$ cat src/rtl/mux_pkg.sv
// Shared constants and the output-register state type for the 8:1
// round-robin multiplexer.
package mux_pkg;

  localparam int N_LANES    = 8;
  localparam int SEL_W      = 3;
  localparam int DATA_W_DEF = 8;

  typedef enum logic {
    EMPTY = 1'b0,
    FULL  = 1'b1
  } out_state_e;

endpackage

$ cat src/rtl/rr_arbiter_8.sv
// Eight-way round-robin arbiter: grants the first requester at or above
// ptr, wrapping from lane 7 to lane 0.
module rr_arbiter_8
  import mux_pkg::*;
(
  input  logic [N_LANES-1:0] req,
  input  logic [SEL_W-1:0]   ptr,
  output logic [N_LANES-1:0] grant,
  output logic [SEL_W-1:0]   grant_idx,
  output logic               any
);

  logic [SEL_W-1:0] idx;

  // NOTE: every output is defaulted before the search loop so no path
  // leaves a variable unassigned, which would otherwise infer a latch.
  always_comb begin
    grant     = '0;
    grant_idx = '0;
    any       = 1'b0;
    idx       = '0;
    for (int i = 0; i < N_LANES; i++) begin
      idx = ptr + SEL_W'(i);
      if (!any && req[idx]) begin
        any        = 1'b1;
        grant[idx] = 1'b1;
        grant_idx  = idx;
      end
    end
  end

endmodule

$ cat src/rtl/mux_8x1_rr.sv
// 8:1 round-robin multiplexer feeding a one-entry output register with
// valid/ready handshakes on both sides.
module mux_8x1_rr
  import mux_pkg::*;
#(
  parameter int DATA_W = DATA_W_DEF
) (
  input  logic                      clk,
  input  logic                      rst_n,
  input  logic [N_LANES-1:0]        in_valid,
  input  logic [N_LANES*DATA_W-1:0] in_data,
  output logic [N_LANES-1:0]        in_ready,
  output logic                      out_valid,
  output logic [DATA_W-1:0]         out_data,
  output logic [SEL_W-1:0]          out_sel,
  input  logic                      out_ready
);

  out_state_e         state_q, state_d;
  logic [SEL_W-1:0]   ptr_q;
  logic [N_LANES-1:0] grant;
  logic [SEL_W-1:0]   grant_idx;
  logic               any_req;
  logic               load_en;
  logic               xfer;

  rr_arbiter_8 u_arb (
    .req       (in_valid),
    .ptr       (ptr_q),
    .grant     (grant),
    .grant_idx (grant_idx),
    .any       (any_req)
  );

  // Gating with rst_n keeps lanes from seeing an accept while in reset.
  assign load_en   = (state_q == EMPTY) || out_ready;
  assign xfer      = load_en && any_req && rst_n;
  assign in_ready  = xfer ? grant : '0;
  assign out_valid = (state_q == FULL);

  always_comb begin
    state_d = state_q;
    if (xfer)
      state_d = FULL;
    else if (out_ready)
      state_d = EMPTY;
  end

  // NOTE: sequential state uses non-blocking assignments so every register
  // samples pre-edge values regardless of statement order.
  always_ff @(posedge clk or negedge rst_n) begin
    if (!rst_n) begin
      state_q  <= EMPTY;
      ptr_q    <= '0;
      out_data <= '0;
      out_sel  <= '0;
    end else begin
      state_q <= state_d;
      if (xfer) begin
        out_data <= in_data[int'(grant_idx)*DATA_W +: DATA_W];
        out_sel  <= grant_idx;
        ptr_q    <= grant_idx + SEL_W'(1);
      end
    end
  end

endmodule

$ cat config.mk
export PLATFORM = sky130hd
export DESIGN_NAME = mux_8x1_rr
export DESIGN_NICKNAME = d
export VERILOG_FILES = /design/src/rtl/mux_pkg.sv /design/src/rtl/rr_arbiter_8.sv /design/src/rtl/mux_8x1_rr.sv
export SDC_FILE = /design/constraint.sdc
export NUM_CORES = 1
export LEC_CHECK = 0
export ABC_AREA = 1
export ABC_CLOCK_PERIOD_IN_PS = 4200
export CAP_MARGIN = 0
export CORE_MARGIN = 4
export CORE_UTILIZATION = 35
export CTS_CLUSTER_SIZE = 40
export DETAILED_ROUTE_END_ITERATION = 6
export GPL_TIMING_DRIVEN = 0
export PLACE_DENSITY = 0.77
export RECOVER_POWER = 100
export SLEW_MARGIN = 0
export SYNTH_ARGS = -nofsm -noshare
export SYNTH_HDL_FRONTEND = slang
export SYNTH_SLANG_ARGS = --single-unit
$ cat constraint.sdc
create_clock -name clk -period 4.2 [get_ports clk]
set_input_delay 0.63 -clock clk [delete_from_list [all_inputs] [get_ports clk]]
set_output_delay 0.63 -clock clk [all_outputs]
set_load 0.01 [all_outputs]
==> results of run 1 <==
[routing by layer]
metal | GRT usage (%) | vias up | part of all wire (%)
met5 | 0 | - | 0
met4 | 9.16 | 0 | 3.3
met3 | 5.44 | 29 | 10
met2 | 39.0 | 205 | 49
met1 | 25.2 | 1573 | 38
li1 | - | 1727 | -
[registers in the layout (all words and copies together), names as in the netlist]
name / count
ptr_q: 3
out_valid: 1
out_sel: 3
out_data: 8
[per-stage QoR]
stage | hold slack [ns] | setup TNS [ns]
floorplan | 0.334 | 0
global placement | 0.465 | -1.46
detailed placement | 0.466 | -1.94
CTS | 0.484 | 0
global route | 0.506 | -0.0160
finish | 0.476 | 0
[synthesized netlist by cell type]
cell and number:
inv_1 27, o21ai_0 20, o221ai_1 1, nor3_1 16, or2_1 1, nor2_4 2, ha_1 7, o21ai_1 1
a21oi_1 21, nand3_4 1, nand3b_1 1, nand3_1 108, inv_2 5, dfrtp_1 15, clkbuf_1 7, xor2_1 1
buf_6 1, a41oi_1 1, o22ai_1 1, nand2_1 153, o211ai_1 5, buf_2 9, buf_4 5, nand4_1 1
nor2_1 13, nand4_2 2, nor2_2 5, nand3_2 3, o21a_1 1, a221oi_1 3, a31oi_1 2, a21oi_4 1
a21boi_0 1, xnor2_2 1, xor2_2 1, nand2_2 5
[worst reg2reg max path: cells and delay by family (launching register included)]
family / cells / cell delay [ns]
simple gates: 15 / 1.66
flops: 1 / 0.45
buf+inv: 6 / 0.86
fa+ha+maj: 1 / 0.33
[cell families (layout without fill, tap and decap cells)]
family	count (synthesis)	count (layout)	share of synthesized area (%)
compound gates	58	58	13.6
fa+ha+maj	7	7	3.49
simple gates	311	311	56.7
buf+inv	54	158	9.58
flops	15	15	15.0
xor+xnor	3	3	1.65
[worst max path at each step]
stage	from	endpoint	slack (ns)	depth (start not counted)
floorplan	ptr_q[0]$_DFFE_PN0P_	in_ready[2]	0.89	15
global placement	ptr_q[0]$_DFFE_PN0P_	in_ready[6]	-0.19	16
detailed placement	ptr_q[0]$_DFFE_PN0P_	in_ready[4]	-0.25	16
CTS	ptr_q[0]$_DFFE_PN0P_	in_ready[6]	0.02	17
global route	ptr_q[0]$_DFFE_PN0P_	in_ready[4]	-0.01	17
finish	ptr_q[0]$_DFFE_PN0P_	in_ready[6]	0.22	17
[cell usage in the layout (no fill, tap or decap), drive strengths merged, types with 4 or more instances in the layout]
master,count
o21ai,21
clkbuf,9
clkdlybuf4s50,75
o211ai,5
dfrtp,15
buf,23
dlygate4sd2,4
nor3,16
nand2,158
nand3,112
a21oi,22
dlygate4sd3,13
ha,7
inv,31
nor2,20
[cell type report]
type / count / area, um^2 / area share [%]
Multi-Input combinational cell: 379 / 1940 / 51.6
Timing Repair Buffer: 100 / 998 / 26.5
Sequential cell: 15 / 378 / 10.0
Buffer: 22 / 146 / 3.89
Inverter: 32 / 134 / 3.56
Tap cell: 96 / 120 / 3.19
Clock buffer: 4 / 45.0 / 1.20
[what timing repair did]
item / CTS / global route
setup buffers: 2 / 4
gates resized for setup: 18 / 20
pin swaps: 1 / 3
endpoints found under the setup margin: 8 / 7
==> flow_metrics.tcl, run 1 <==
set metrics [dict create \
    path_buf_inv 7 \
    place_ws_ns -0.251 \
    synth_top_area_share_pct 22.9 \
    fill_cells 656 \
    ys_warn_count 0 \
    syn_area_um2 2510 \
    clk_pin_slew_ns 0.06 \
    clk_latency_ns 0.25 \
    clockRootBuffer "clkbuf_8" \
    ios 95 \
    die_h_um 92.6 \
    globalRouteTotalUtil_pct 22.1 \
    clock_tree.buffer_depth 2 \
    drv_cap 0 \
    violations "DRC" \
    drive_gt1_share_pct 11.8 \
    drt_iter0_drc 263 \
    ys_types 36 \
    layout_setup_ws_ns 0.218 \
    syn_inst 448 \
    synth_nets 530 \
    syn_to_final_growth_pct 50.1 \
    vias 3534 \
    rr_startpoint "ptr_q[0]$_DFFE_PN0P_" \
    timing.fmax_mhz 251 \
    cts_htree_levels 1 \
    die_area_um2 8580 \
    core_um2 6870 \
    slew_viol_final 0 \
    cts_sinks 15 \
    whs_path_depth 2 \
    worstPathMaxFanout 10 \
    antenna_left 0 \
    placed_cells 638 \
    status "finished, violations left" \
    post-route-min-period_ns 3.98 \
    final_core_util_pct 54.8 \
    ys_top_cells_by_area "nand2_1 (23%), nand3_1 (22%), dfrtp_1 (15%)" \
    relSlewSlack_pct 54.4 \
    initial_utilization_pct 36.5 \
    drt-wirelength-per-cell_um 14.7 \
    skew_ns 0.00353 \
    rows 30 \
    yosys.area.top_type "nand2_1" \
    crit_chain "inv_4 > buf_8 > buf_6 > ha_2 > inv_4 > nand3_1 > nand2_1 > nand2_1 > nand2_2 > nand4_2 > nor2_4 > nand3_4 > clkinvlp_4 > buf_12 > a21oi_1 > nor2_1 > clkdlybuf4s50_1" \
    holdBufCountCts 0 \
    grt_pass1_vias 3474 \
    min_path_type "flip-flop to flip-flop" \
    cts_buffers 3 \
    post-route-period-util_pct 94.8 \
    worstReg2RegEnd "out_data[0]$_DFFE_PN0P_" \
    setup_viol 0 \
    grt_max_degree 17 \
    grt_pass1_wl_um 15700 \
    first_pass_iters 7 \
    die_w_um 92.6 \
    cp.arrival_ns 3.35 \
    totalWireLength_um 9540 \
    cp_top_family "buffers and inverters" \
    reg2regPathDepth 22 \
    tritoncts "yes" \
    place_area_um2 3570 \
    hold_start "out_data[1]$_DFFE_PN0P_" \
    worstSetupPathType "flip-flop to output pin" \
    vias_per_cell 5.45 \
    place.gp.congestion 0.990 \
    post-dp-hpwl_um 7400 \
    worst_pin_slew_ns 0.682 \
    fin_area_um2 3760 \
    r2r_slack_ns 0.79 \
    antenna_found_initial 0 \
    end_kind "output pin" \
    syn_avg_cell_area_um2 5.60 \
    synth-seq-cells 15 \
    required_ns 3.57 \
    slowest_stage "clkdlybuf4s50_1" \
    drc 4 \
    antenna_cells 0 \
    portBuffers 94 \
    critPathMaxStageDelay_ns 0.53 \
    min_to "out_data[1]$_DFFE_PN0P_" \
    gr-total-overflow 0 \
    final_nets 635 \
    fin_cells 648 \
    cp-start-kind "flip-flop" \
    hold_violations 0 \
    ys_seq_area_share_pct 15.0 \
]
Power of run 1 is left out: the tool's default activity adds up to more than one toggle a clock period on the data nets, which glitch-free logic cannot reach.
==> run 2: changes to the inputs <==
- CORE_MARGIN: 4 -> 5
- PLACE_DENSITY: 0.77 -> 0.74
- SYNTH_HIERARCHICAL: default -> 1
==> flow_metrics.tcl, run 2 <==
set metrics [dict create \
    gr-usage-met2_pct 31.4 \
    drc 0 \
    initial_utilization_pct 35.7 \
    yosys.cell_count.top_type "nand2_1" \
    async_flop_share_pct 100 \
    grt_use_met1_pct 23.8 \
    first_pass_iters 6 \
    mostFrequentLayoutCells "nand2_1 (178), nand3_1 (120), inv_1 (96)" \
    reg_top3 "out_data (8), out_sel (3), ptr_q (3)" \
    gr-total-overflow 0 \
    mostFrequentLayoutCell "nand2_1" \
    cpMostUsedCell "buf_6" \
    portBuffers 94 \
    cts_htree_levels 1 \
    skew_ns 0.00252 \
    reg2regPathDepth 22 \
    place_ws_ns -0.114 \
    final_nets 762 \
    syn_inst 581 \
    min_path_type "flip-flop to flip-flop" \
    largest_reg_flops 8 \
    hold_violations 0 \
    cp-start-kind "flip-flop" \
    post-dp-hpwl_um 8300 \
    critPathMaxStageDelay_ns 0.54 \
    ys_seq_area_share_pct 12.2 \
    min_to "out_sel[1]$_DFFE_PN0P_" \
    synthFlopType "dfrtp_1" \
    place.gp.congestion 0.945 \
    rr_startpoint "ptr_q[0]$_DFFE_PN0P_" \
    cp_top_family "buffers and inverters" \
    drt_iter0_drc 269 \
    path_buf_inv 8 \
    regMostFlops "out_data" \
    post-route-min-period_ns 4.00 \
    busiest_layer "met2" \
    cts_buffers 3 \
    grt_pass1_wl_um 17100 \
    layout_setup_ws_ns 0.196 \
    vias_per_cell 4.87 \
    multiInputGateArea_um2 2060 \
    ys_types 31 \
    worst_pin_slew_ns 0.688 \
    final_core_util_pct 48.8 \
    relSlewSlack_pct 54.0 \
    r2r_slack_ns 0.38 \
    die_h_um 104 \
    rsz0062_at_grt "false" \
    synth-seq-cells 15 \
    status "finished clean" \
    met3_usage_pct 2.73 \
    cp.arrival_ns 3.37 \
    ios 95 \
    hold_start "out_sel[1]$_DFFE_PN0P_" \
    end_kind "output pin" \
    clockRootBuffer "clkbuf_8" \
    drv_cap 0 \
    worstReg2RegEnd "out_data[2]$_DFFE_PN0P_" \
    totalWireLength_um 10200 \
    cts_sinks 15 \
    drive_gt1_share_pct 10.2 \
    netlist_top_cells_count "nand2_1 (179), nand3_1 (121), inv_1 (97), nor2_1 (45), nor3_1 (26)" \
    clock_tree.buffer_depth 2 \
    antenna_cells 0 \
    antenna_found_initial 0 \
    seq_area_um2 375 \
    slowest_stage "clkdlybuf4s50_1" \
    grt_max_degree 20 \
    globalRouteTotalUtil_pct 18.3 \
    fin_hold_ws_ns 0.495 \
    antenna_left 0 \
    worstPathMaxFanout 19 \
    synth_nets 663 \
    crit_chain "buf_6 > inv_4 > buf_6 > ha_4 > buf_4 > nand3_1 > nand2_2 > nor2_2 > nor2_4 > nand4_2 > nor2_4 > buf_4 > buf_6 > nand4_1 > nand3_1 > inv_1 > nor2_1 > clkdlybuf4s50_1" \
    die_w_um 104 \
    rows 34 \
    synth-edff-count 0 \
    ys_warn_count 6 \
    fill_cells 900 \
    clk_latency_ns 0.24 \
    whs_path_depth 2 \
    yosys.area.top_type "nand2_1" \
    drt-wirelength-per-cell_um 13.0 \
    slew_viol_final 0 \
    timing.fmax_mhz 250 \
    syn_to_final_growth_pct 36.8 \
    worstSetupPathType "flip-flop to output pin" \
    post-route-period-util_pct 95.3 \
    die_area_um2 10800 \
    core_um2 8640 \
    synth_top_area_share_pct 21.8 \
    vias 3829 \
    grt_pass1_vias 3718 \
    tritoncts "yes" \
    setup_viol 0 \
    syn_avg_cell_area_um2 5.31 \
    clk_pin_slew_ns 0.06 \
    required_ns 3.57 \
    ys_top_cells_by_area "nand2_1 (22%), nand3_1 (20%), dfrtp_1 (12%)" \
    syn_area_um2 3080 \
]
-- run 2: stage by stage --
stage               setup TNS (ns)  std cells  instance area, um^2
finish                           0        787                 4220
global route                     0        787                 4220
detailed placement          -0.878        783                 4160
floorplan                        0        581                 3080
CTS                              0        788                 4230
global placement            -0.504        783                 4160
-- run 2: how the worst max path moves through the flow --
stage / from / endpoint / slack [ns] / cells past startpoint
after global routing: ptr_q[0]$_DFFE_PN0P_ / in_ready[7] / 0.008 / 18
after floorplan: ptr_q[0]$_DFFE_PN0P_ / in_ready[0] / 0.90 / 19
final: ptr_q[0]$_DFFE_PN0P_ / in_ready[6] / 0.20 / 18
after detailed placement: ptr_q[0]$_DFFE_PN0P_ / in_ready[4] / -0.11 / 20
after global placement: ptr_q[0]$_DFFE_PN0P_ / in_ready[2] / -0.07 / 20
after CTS: ptr_q[1]$_DFFE_PN0P_ / in_ready[4] / 0.04 / 18
-- run 2: area by class of cell --
class | instances | area share (%)
well taps | 108 | 3.20
clock buffers | 4 | 1.07
inverters | 110 | 10.0
repair buffers | 96 | 22.6
multi-input cells | 424 | 48.9
plain buffers | 30 | 5.31
flip-flops and latches | 15 | 8.90
-- run 2: kinds of logic (layout without fill, tap and decap cells) --
| family | after synthesis | count (layout) | synth area share [%] |
|---|---|---|---|
| xor gates and xnor gates | 2 | 2 | 1.18 |
| adders and majority gates | 7 | 7 | 2.84 |
| and+or+nand+nor | 407 | 407 | 60.3 |
| AOI/OAI and AO/OA | 8 | 8 | 1.58 |
| DFF | 15 | 15 | 12.2 |
| buffers and inverters | 142 | 240 | 21.9 |
-- run 2: timing repair --
action,4_1_cts,5_1_grt
pin swaps,1,0
hold buffers,0,0
buffers inserted,2,0
gates resized for setup,4,9
setup endpoints to repair,8,8
-- run 2: worst reg2reg max path: stages (launching register included) --
cell and delay (ns):
dfrtp_1 0.41, buf_6 0.16, inv_4 0.05, buf_6 0.16, ha_4 0.32, buf_4 0.19
nand3_1 0.11, nand2_2 0.10, nor2_2 0.05, nor2_4 0.10, nand4_2 0.14, nor2_4 0.16
buf_4 0.14, buf_6 0.13, nand4_1 0.08, nand3_1 0.13, clkbuf_1 0.37, clkbuf_1 0.42
nand2_1 0.14, nand3_1 0.11, nand2_1 0.06, nand2_1 0.09, nand3_2 0.07
-- run 2: routing by layer --
layer  wire length, um  vias to the layer above
met4               150                        0
met3               878                       12
met1              4370                     1634
met5                 0                        -
li1                  -                     1999
met2              4830                      184
Power of run 2 is left out for the same reason.
